**src/rtl/alu_stage_pipe.sv**
```systemverilog
// alu_stage_pipe: single-stage ALU with a registered result and valid/ready
// handshakes on both sides. Most ops produce their result in one cycle. MUL
// uses a shift-add multiplier that handles one multiplier bit per cycle.
module alu_stage_pipe #(
   parameter int WIDTH  = 32,
   parameter bit MUL_EN = 1'b1
) (
   input  logic             Clk,
   input  logic             Reset_n,
   input  logic [WIDTH-1:0] RF_A,
   input  logic [WIDTH-1:0] RF_B,
   input  logic [WIDTH-1:0] Immed,
   input  logic [1:0]       B_sel,
   input  logic [3:0]       ALU_func,
   input  logic             in_valid,
   output logic             in_ready,
   output logic [WIDTH-1:0] ALU_out,
   output logic             Zero,
   output logic             Ovf,
   output logic             out_valid,
   input  logic             out_ready,
   output logic             state_dbg
);

   // Handshake: a request is accepted on a rising edge where in_valid and
   // in_ready are both high. A result is consumed on a rising edge where
   // out_valid and out_ready are both high. While out_valid is high and
   // out_ready is low, the result stays frozen and no request is accepted.

   typedef enum logic {IDLE = 1'b0, MUL_BUSY = 1'b1} state_t;

   localparam int               CNT_W    = $clog2(WIDTH);
   localparam logic [CNT_W-1:0] CNT_LAST = CNT_W'(WIDTH - 1);

   localparam logic [3:0] OP_ADD  = 4'b0000;
   localparam logic [3:0] OP_SUB  = 4'b0001;
   localparam logic [3:0] OP_AND  = 4'b0010;
   localparam logic [3:0] OP_OR   = 4'b0011;
   localparam logic [3:0] OP_NOT  = 4'b0100;
   localparam logic [3:0] OP_NAND = 4'b0101;
   localparam logic [3:0] OP_NOR  = 4'b0110;
   localparam logic [3:0] OP_SRA  = 4'b1000;
   localparam logic [3:0] OP_SRL  = 4'b1001;
   localparam logic [3:0] OP_SLL  = 4'b1010;
   localparam logic [3:0] OP_ROL  = 4'b1100;
   localparam logic [3:0] OP_ROR  = 4'b1101;
   localparam logic [3:0] OP_MUL  = 4'b1110;

   state_t           state;
   logic [WIDTH-1:0] op_b;
   logic [WIDTH-1:0] res;
   logic             res_ovf;
   logic [WIDTH-1:0] sum;
   logic [WIDTH-1:0] diff;
   logic             is_mul;
   logic             accept;
   logic [WIDTH-1:0] mul_a;
   logic [WIDTH-1:0] mul_b;
   logic [WIDTH-1:0] mul_acc;
   logic [WIDTH-1:0] mul_acc_next;
   logic [CNT_W-1:0] mul_cnt;

   assign in_ready     = (state == IDLE) && (!out_valid || out_ready);
   assign accept       = in_valid && in_ready;
   assign is_mul       = MUL_EN && (ALU_func == OP_MUL);
   assign state_dbg    = (state == MUL_BUSY);
   assign sum          = RF_A + op_b;
   assign diff         = RF_A - op_b;
   assign mul_acc_next = mul_acc + (mul_b[0] ? mul_a : '0);

   // Select the B operand.
   always_comb begin
      op_b = '0;
      case (B_sel)
         2'b00:   op_b = RF_B;
         2'b01:   op_b = Immed;
         2'b10:   op_b = Immed << (WIDTH / 2);
         default: op_b = '0;
      endcase
   end

   // Compute the single-cycle result. Undefined codes, and MUL when it is
   // disabled, fall through to zero.
   always_comb begin
      res     = '0;
      res_ovf = 1'b0;
      case (ALU_func)
         OP_ADD: begin
            res     = sum;
            res_ovf = (RF_A[WIDTH-1] == op_b[WIDTH-1]) && (sum[WIDTH-1] != RF_A[WIDTH-1]);
         end
         OP_SUB: begin
            res     = diff;
            res_ovf = (RF_A[WIDTH-1] != op_b[WIDTH-1]) && (diff[WIDTH-1] != RF_A[WIDTH-1]);
         end
         OP_AND:  res = RF_A & op_b;
         OP_OR:   res = RF_A | op_b;
         OP_NOT:  res = ~RF_A;
         OP_NAND: res = ~(RF_A & op_b);
         OP_NOR:  res = ~(RF_A | op_b);
         OP_SRA:  res = {RF_A[WIDTH-1], RF_A[WIDTH-1:1]};
         OP_SRL:  res = {1'b0, RF_A[WIDTH-1:1]};
         OP_SLL:  res = {RF_A[WIDTH-2:0], 1'b0};
         OP_ROL:  res = {RF_A[WIDTH-2:0], RF_A[WIDTH-1]};
         OP_ROR:  res = {RF_A[0], RF_A[WIDTH-1:1]};
         default: res = '0;
      endcase
   end

   // Control FSM, multiplier datapath and output registers.
   always_ff @(posedge Clk or negedge Reset_n) begin
      if (!Reset_n) begin
         state     <= IDLE;
         ALU_out   <= '0;
         Zero      <= 1'b0;
         Ovf       <= 1'b0;
         out_valid <= 1'b0;
         mul_a     <= '0;
         mul_b     <= '0;
         mul_acc   <= '0;
         mul_cnt   <= '0;
      end else begin
         case (state)
            IDLE: begin
               if (accept) begin
                  if (is_mul) begin
                     // The old result (if any) drains here; no result is
                     // presented until the multiply completes.
                     state     <= MUL_BUSY;
                     mul_a     <= RF_A;
                     mul_b     <= op_b;
                     mul_acc   <= '0;
                     mul_cnt   <= '0;
                     out_valid <= 1'b0;
                  end else begin
                     ALU_out   <= res;
                     Zero      <= (res == '0);
                     Ovf       <= res_ovf;
                     out_valid <= 1'b1;
                  end
               end else if (out_valid && out_ready) begin
                  out_valid <= 1'b0;
               end
            end
            MUL_BUSY: begin
               mul_acc <= mul_acc_next;
               mul_a   <= {mul_a[WIDTH-2:0], 1'b0};
               mul_b   <= {1'b0, mul_b[WIDTH-1:1]};
               mul_cnt <= mul_cnt + CNT_W'(1);
               if (mul_cnt == CNT_LAST) begin
                  ALU_out   <= mul_acc_next;
                  Zero      <= (mul_acc_next == '0);
                  Ovf       <= 1'b0;
                  out_valid <= 1'b1;
                  state     <= IDLE;
               end
            end
            default: state <= IDLE;
         endcase
      end
   end

endmodule

```
**config.mk**
```make
export PLATFORM = sky130hd
export DESIGN_NAME = alu_stage_pipe
export DESIGN_NICKNAME = d
export VERILOG_FILES = /design/src/rtl/alu_stage_pipe.sv
export SDC_FILE = /design/constraint.sdc
export NUM_CORES = 1
export LEC_CHECK = 0
export BUFFER_PORTS_ARGS = -buffer_cell sky130_fd_sc_hd__buf_2
export CORE_MARGIN = 10
export CORE_UTILIZATION = 45
export CTS_CLUSTER_SIZE = 28
export DETAILED_ROUTE_END_ITERATION = 8
export PLACE_DENSITY = 0.66
export SLEW_MARGIN = 15
export SYNTH_ARGS = -nofsm -noshare
export SYNTH_HDL_FRONTEND = slang
export SYNTH_SLANG_ARGS = --single-unit
```
**constraint.sdc**
```tcl
create_clock -name Clk -period 4.2 [get_ports Clk]
set_input_delay 0.63 -clock Clk [delete_from_list [all_inputs] [get_ports Clk]]
set_output_delay 0.63 -clock Clk [all_outputs]
set_load 0.01 [all_outputs]
```
# Word-level counts from Yosys, hierarchy flattened
# Cells that the tools add are included.
# Widths: inputs -> output; s select.
[op_classes]
add_sub_neg = 4
eq_ne = 24
muxes = 37
bitwise_logic = 6
n_reduce_logical = 14
[ops]
columns = ["op", "n"]
rows = [
  ["$pmux 32 s12", 1],
  ["$mux 32", 10],
  ["$pmux 32 s2", 4],
  ["$not 32->32", 3],
  ["$pmux 32 s3", 1],
  ["$add 32x32->32", 2],
  ["$logic_not 32->1", 2],
  ["$and 32x32->32", 1],
  ["$or 32x32->32", 1],
  ["$sub 32x32->32", 1],
  ["$eq 4x4->1 const B", 6],
  ["$mux 1", 13],
  ["$eq 4x3->1 const B", 3],
  ["$mux 5", 2],
  ["$pmux 1 s2", 5],
  ["$pmux 5 s2", 1],
  ["$eq 4x2->1 const B", 2],
  ["$ne 2x2->1 const B", 3],
  ["$add 5x1->5 const B", 1],
  ["$eq 5x5->1 const B", 1],
  ["$logic_and 1x1->1", 5],
  ["$eq 4x1->1 const B", 1],
  ["$logic_not 4->1", 1],
  ["$reduce_and 2->1", 2],
  ["11 further kinds", 13],
]
[totals]
register_bits = 137
in_bits = 106
word_cells = 94

# Logic depth before layout (Yosys ltp)
[depth]
word_depth = 9
depth_mapped = 20

# Worst setup path before layout
# No wires, ideal clock.
[synth_path]
path_type = "input to register"
from = "input port B_sel[1]"
to = "register Zero"
arrival_time_ps = 5100
t_required_ps = 4134
slack_ps = -967
path_stages = 18
n_path_buf = 3
cell_sequence = "clkbuf_1 -> clkbuf_1 -> clkbuf_1 -> nor2_1 -> ha_1 -> fa_1 -> a211oi_4 -> o211ai_2 -> a31oi_2 -> o2111ai_2 -> a211oi_2 -> o31ai_1 -> xor2_1 -> a221o_1 -> or4_1 -> or4_1 -> o31ai_2 -> a41o_1"
[synth_between]
elab_chain_cells = 9
[synth_rtl]
columns = ["item", "line_no", "rtl"]
rows = [
  ["start, declared", "13", "input logic [1:0] B_sel,"],
  ["$eq 2x2->1, or another cell as far along", "74", "case (B_sel)"],
  ["$pmux 32 s3 (*)", "74", ""],
  ["parallel branches: the longest is 2 deep, another holds $sub 32x32->32", "--", ""],
  ["$pmux 32 s12 (*)", "87", "case (ALU_func)"],
  ["$logic_not 32->1 (*)", "137", "Zero <= (res == '0);"],
  ["$mux 1 (*)", "126", "if (is_mul) begin"],
  ["$mux 1 (*)", "125", "if (accept) begin"],
  ["$pmux 1 s2 (*)", "123", "case (state)"],
  ["end signal, assigned", "137", ""],
  ["end signal, assigned", "152", "Zero <= (mul_acc_next == '0);"],
  ["end, declared", "18", "output logic Zero,"],
]
# Mark *: on every way between the ends. The select of a mux whose other input is x is not followed.
# A chain may end at the register's enable or synchronous reset.

# Worst setup path in the final report
[layout_path]
from = "input port B_sel[0]"
to = "register Zero"
# The elaborated chain is that of the path after synthesis.

==> flow_summary.json <==
{
  "finalSetupViolCount": 3,
  "core_area_mm2": 0.0334,
  "io_pins": 143,
  "vias_per_cell": 6.18,
  "synthArstFlopShare_pct": 100,
  "clock_path_buffers": 2,
  "worstPathArrival_ns": 4.93,
  "synth_ff_type": "dfrtp_1",
  "fmax_ghz": 0.221,
  "drt-total-wl_um": 76500,
  "dpl.hpwl_um": 60400,
  "drtAntennaViolNets": 0,
  "synth_edf_count": 0,
  "p_per_area_mw_per_mm2": 594,
  "die_x_um": 203,
  "slew_headroom_pct": 33.6,
  "grt_pass1_wl_um": 112000,
  "antenna_found_initial": 0,
  "area_delta_synth_final_pct": 44.0,
  "htreeDepth": 4,
  "syn-num-nets": 2272,
  "dieArea_mm2": 0.0414,
  "hold_buffers": 0,
  "stdcell_area_mm2": 0.0218,
  "place.gp.congestion": 1.11,
  "vias": 19039,
  "seq_area_frac_synth_pct": 22.6,
  "grt.total_usage_pct": 35.5,
  "min_path_type": "in -> async",
  "cts_sinks": 137,
  "cts_buffers": 17,
  "total_power_mw": 13.0,
  "startpoint_type": "input pin",
  "slew_violations": 0,
  "ys_seq_elements": 137,
  "worst-setup-path-type": "in -> reg",
  "final.setup_skew_ns": 0.0193,
  "fin_crit_sh_pct": 108,
  "clk_pin_slew_worst_paths_ns": 0.07,
  "cts_root_buffer": "clkbuf_16",
  "end_kind": "register",
  "fin_ws_ns": -0.332,
  "syn_inst": 2017,
  "ir_drop_uv": 787,
  "leakage_nw": 10.3,
  "num_rows": 67,
  "maxCapViolCount": 0,
  "syn-cell-area_mm2": 0.0151,
  "max_slew.worst_pin.slew_ns": 0.989,
  "synth.avg_cell_area_um2": 7.51,
  "firstDrtPassIters": 6,
  "tns_ns": -0.440,
  "cts_tree": "yes",
  "start_util_pct": 45.4,
  "drcViolationCount": 0,
  "overflow": 0,
  "hold_viol_final": 0,
  "crit_path_max_fanout": 7,
  "place_area_mm2": 0.0201,
  "routedWlPerCell_um": 24.8,
  "required_ns": 4.60,
  "drt_iter0_drc": 2237,
  "ys_warn_count": 0,
  "reg2reg_from": "mul_a[0]",
  "outcome": "finished with violations",
  "nFillCells": 2908,
  "worstSkewPairLatency_ns": 0.47,
  "grt_pass1_vias": 18190,
  "yosysUniqueCellTypes": 103,
  "fin_crit_ns": 4.53,
  "startpoint": "B_sel[0]",
  "grt_max_degree": 63,
  "numPortBuffers": 142,
  "drive_gt1_share_pct": 35.6,
  "violations": "setup timing",
  "layout.nets": 2874,
  "rsz0062_at_grt": "yes",
  "die_y_um": 203
}
## layout make-up
| type | count | area [µm²] | area share (%) |
|---|---|---|---|
| multi-input combinational | 1633 | 11600 | 53.3 |
| timing repair buffer | 724 | 5220 | 23.9 |
| sequential | 137 | 3430 | 15.7 |
| tap | 448 | 561 | 2.57 |
| clock buffer | 19 | 453 | 2.08 |
| inverter | 106 | 399 | 1.83 |
| clock inverter | 13 | 131 | 0.602 |
| antenna | 1 | 2.50 | 0.0115 |
## state kept, by name, summed over array words and instances (netlist names)
name and count:
out_valid 1, Ovf 1, ALU_out 32, mul_a 32, state_dbg 1, mul_b 32
Zero 1, mul_cnt 5, mul_acc 32
## through the flow
| stage | instances | utilization, % | setup slack, ns | hold slack (ns) |
|---|---|---|---|---|
| 2_1_floorplan | 2017 | - | -0.478 | 0.334 |
| 3_3_place_gp | 3020 | 60.3 | -1.01 | 0.444 |
| 3_5_place_dp | 3020 | 60.4 | -1.12 | 0.455 |
| 4_1_cts | 3071 | 64.0 | -0.284 | 0.166 |
| 5_1_grt | 3080 | 65.4 | -0.415 | 0.182 |
| 6_report | 3081 | 65.4 | -0.332 | 0.154 |
## what timing repair did
item                       CTS  global route
gates resized for setup     96            90
cloned                       1             0
setup endpoints to repair    9            15
pin swaps                   34            40
buffers inserted            18             9
## cell usage after synthesis, types with 10 or more instances
cell	n	share of area [%]
a31oi_1	21	0.87
o21a_1	10	0.50
buf_1	16	0.40
dfrtp_1	137	23
o211ai_1	16	0.79
o22ai_1	76	3.1
nand3_1	35	1.2
a22o_1	15	0.87
xnor2_1	29	1.7
ha_1	146	12
mux2i_1	63	4.2
a221oi_1	17	0.98
nor2_1	297	7.4
a2111oi_0	15	0.87
a21o_1	34	1.7
buf_2	29	0.96
nand2_1	186	4.6
and2_1	41	1.7
nand2b_1	15	0.62
a22oi_1	13	0.64
nor4_1	17	0.70
o31ai_1	12	0.59
xor2_1	15	0.87
nor3_1	34	1.1
clkbuf_1	91	2.3
inv_1	100	2.5
a211oi_1	19	0.94
a21oi_1	143	4.7
o221ai_1	20	1.2
nand4_1	18	0.74
nor2b_1	18	0.74
o21ai_0	109	3.6
a221o_1	26	1.7
## metal layers
metal	share of wire, %	global-route usage (%)
met1	42	47.2
met2	43	54.0
met3	9.9	7.01
met4	5.1	17.5
met5	0	0
## final timing paths
path	end	slack, ns	depth (start not counted)
hold / removal	mul_acc[2]	0.15	1
max in group asynchronous	mul_b[27]	3.06	2
setup reg to reg	Zero	-0.21	16
min in group Clk	ALU_out[12]	0.47	2
hold reg to reg	ALU_out[12]	0.47	2
setup / recovery	Zero	-0.33	20
## layout by cell type, fill, tap and decap left out, types with 76 or more instances in the layout
master	instances
inv_1	93
a21oi_1	115
buf_2	140
ha_1	123
nor2_1	278
nand2_1	186
buf_4	572
dfrtp_1	136
o21ai_0	102
o22ai_1	76
## kinds of logic (layout without fill, tap and decap cells)
logic type / after synthesis / after routing / synth area share (%)
buffers and inverters: 247 / 862 / 6.51
AND/OR/NAND/NOR: 719 / 719 / 21.7
other: 0 / 1 / 0
XOR/XNOR: 44 / 44 / 2.54
multiplexers: 65 / 65 / 4.39
flip-flops: 137 / 137 / 22.6
adder cells (fa/ha/maj): 149 / 149 / 12.5
AO/OA/AOI/OAI: 656 / 656 / 29.8
## power breakdown
part / total (mW) / leakage (nW) / switching, mW / internal, mW
combinational: 9.04 / 8.40 / 4.98 / 4.06
clock: 1.59 / 0.284 / 0.726 / 0.863
sequential: 2.34 / 1.58 / 0.396 / 1.94
## critical path: stages
cell and delay [ns]:
buf_4 0.14, bufbuf_16 0.28, mux2i_1 0.13, nor2_2 0.16, inv_1 0.08, ha_2 0.31
a21o_1 0.18, a21oi_2 0.24, a211oi_2 0.13, o311ai_2 0.54, nand2_1 0.16, buf_4 0.17
a41oi_1 0.35, mux2i_1 0.17, a211o_1 0.32, nor4_2 0.25, buf_4 0.16, nand4_1 0.16
o31ai_4 0.24, a41o_1 0.11
No activity file was read; power rests on OpenSTA's default activity.
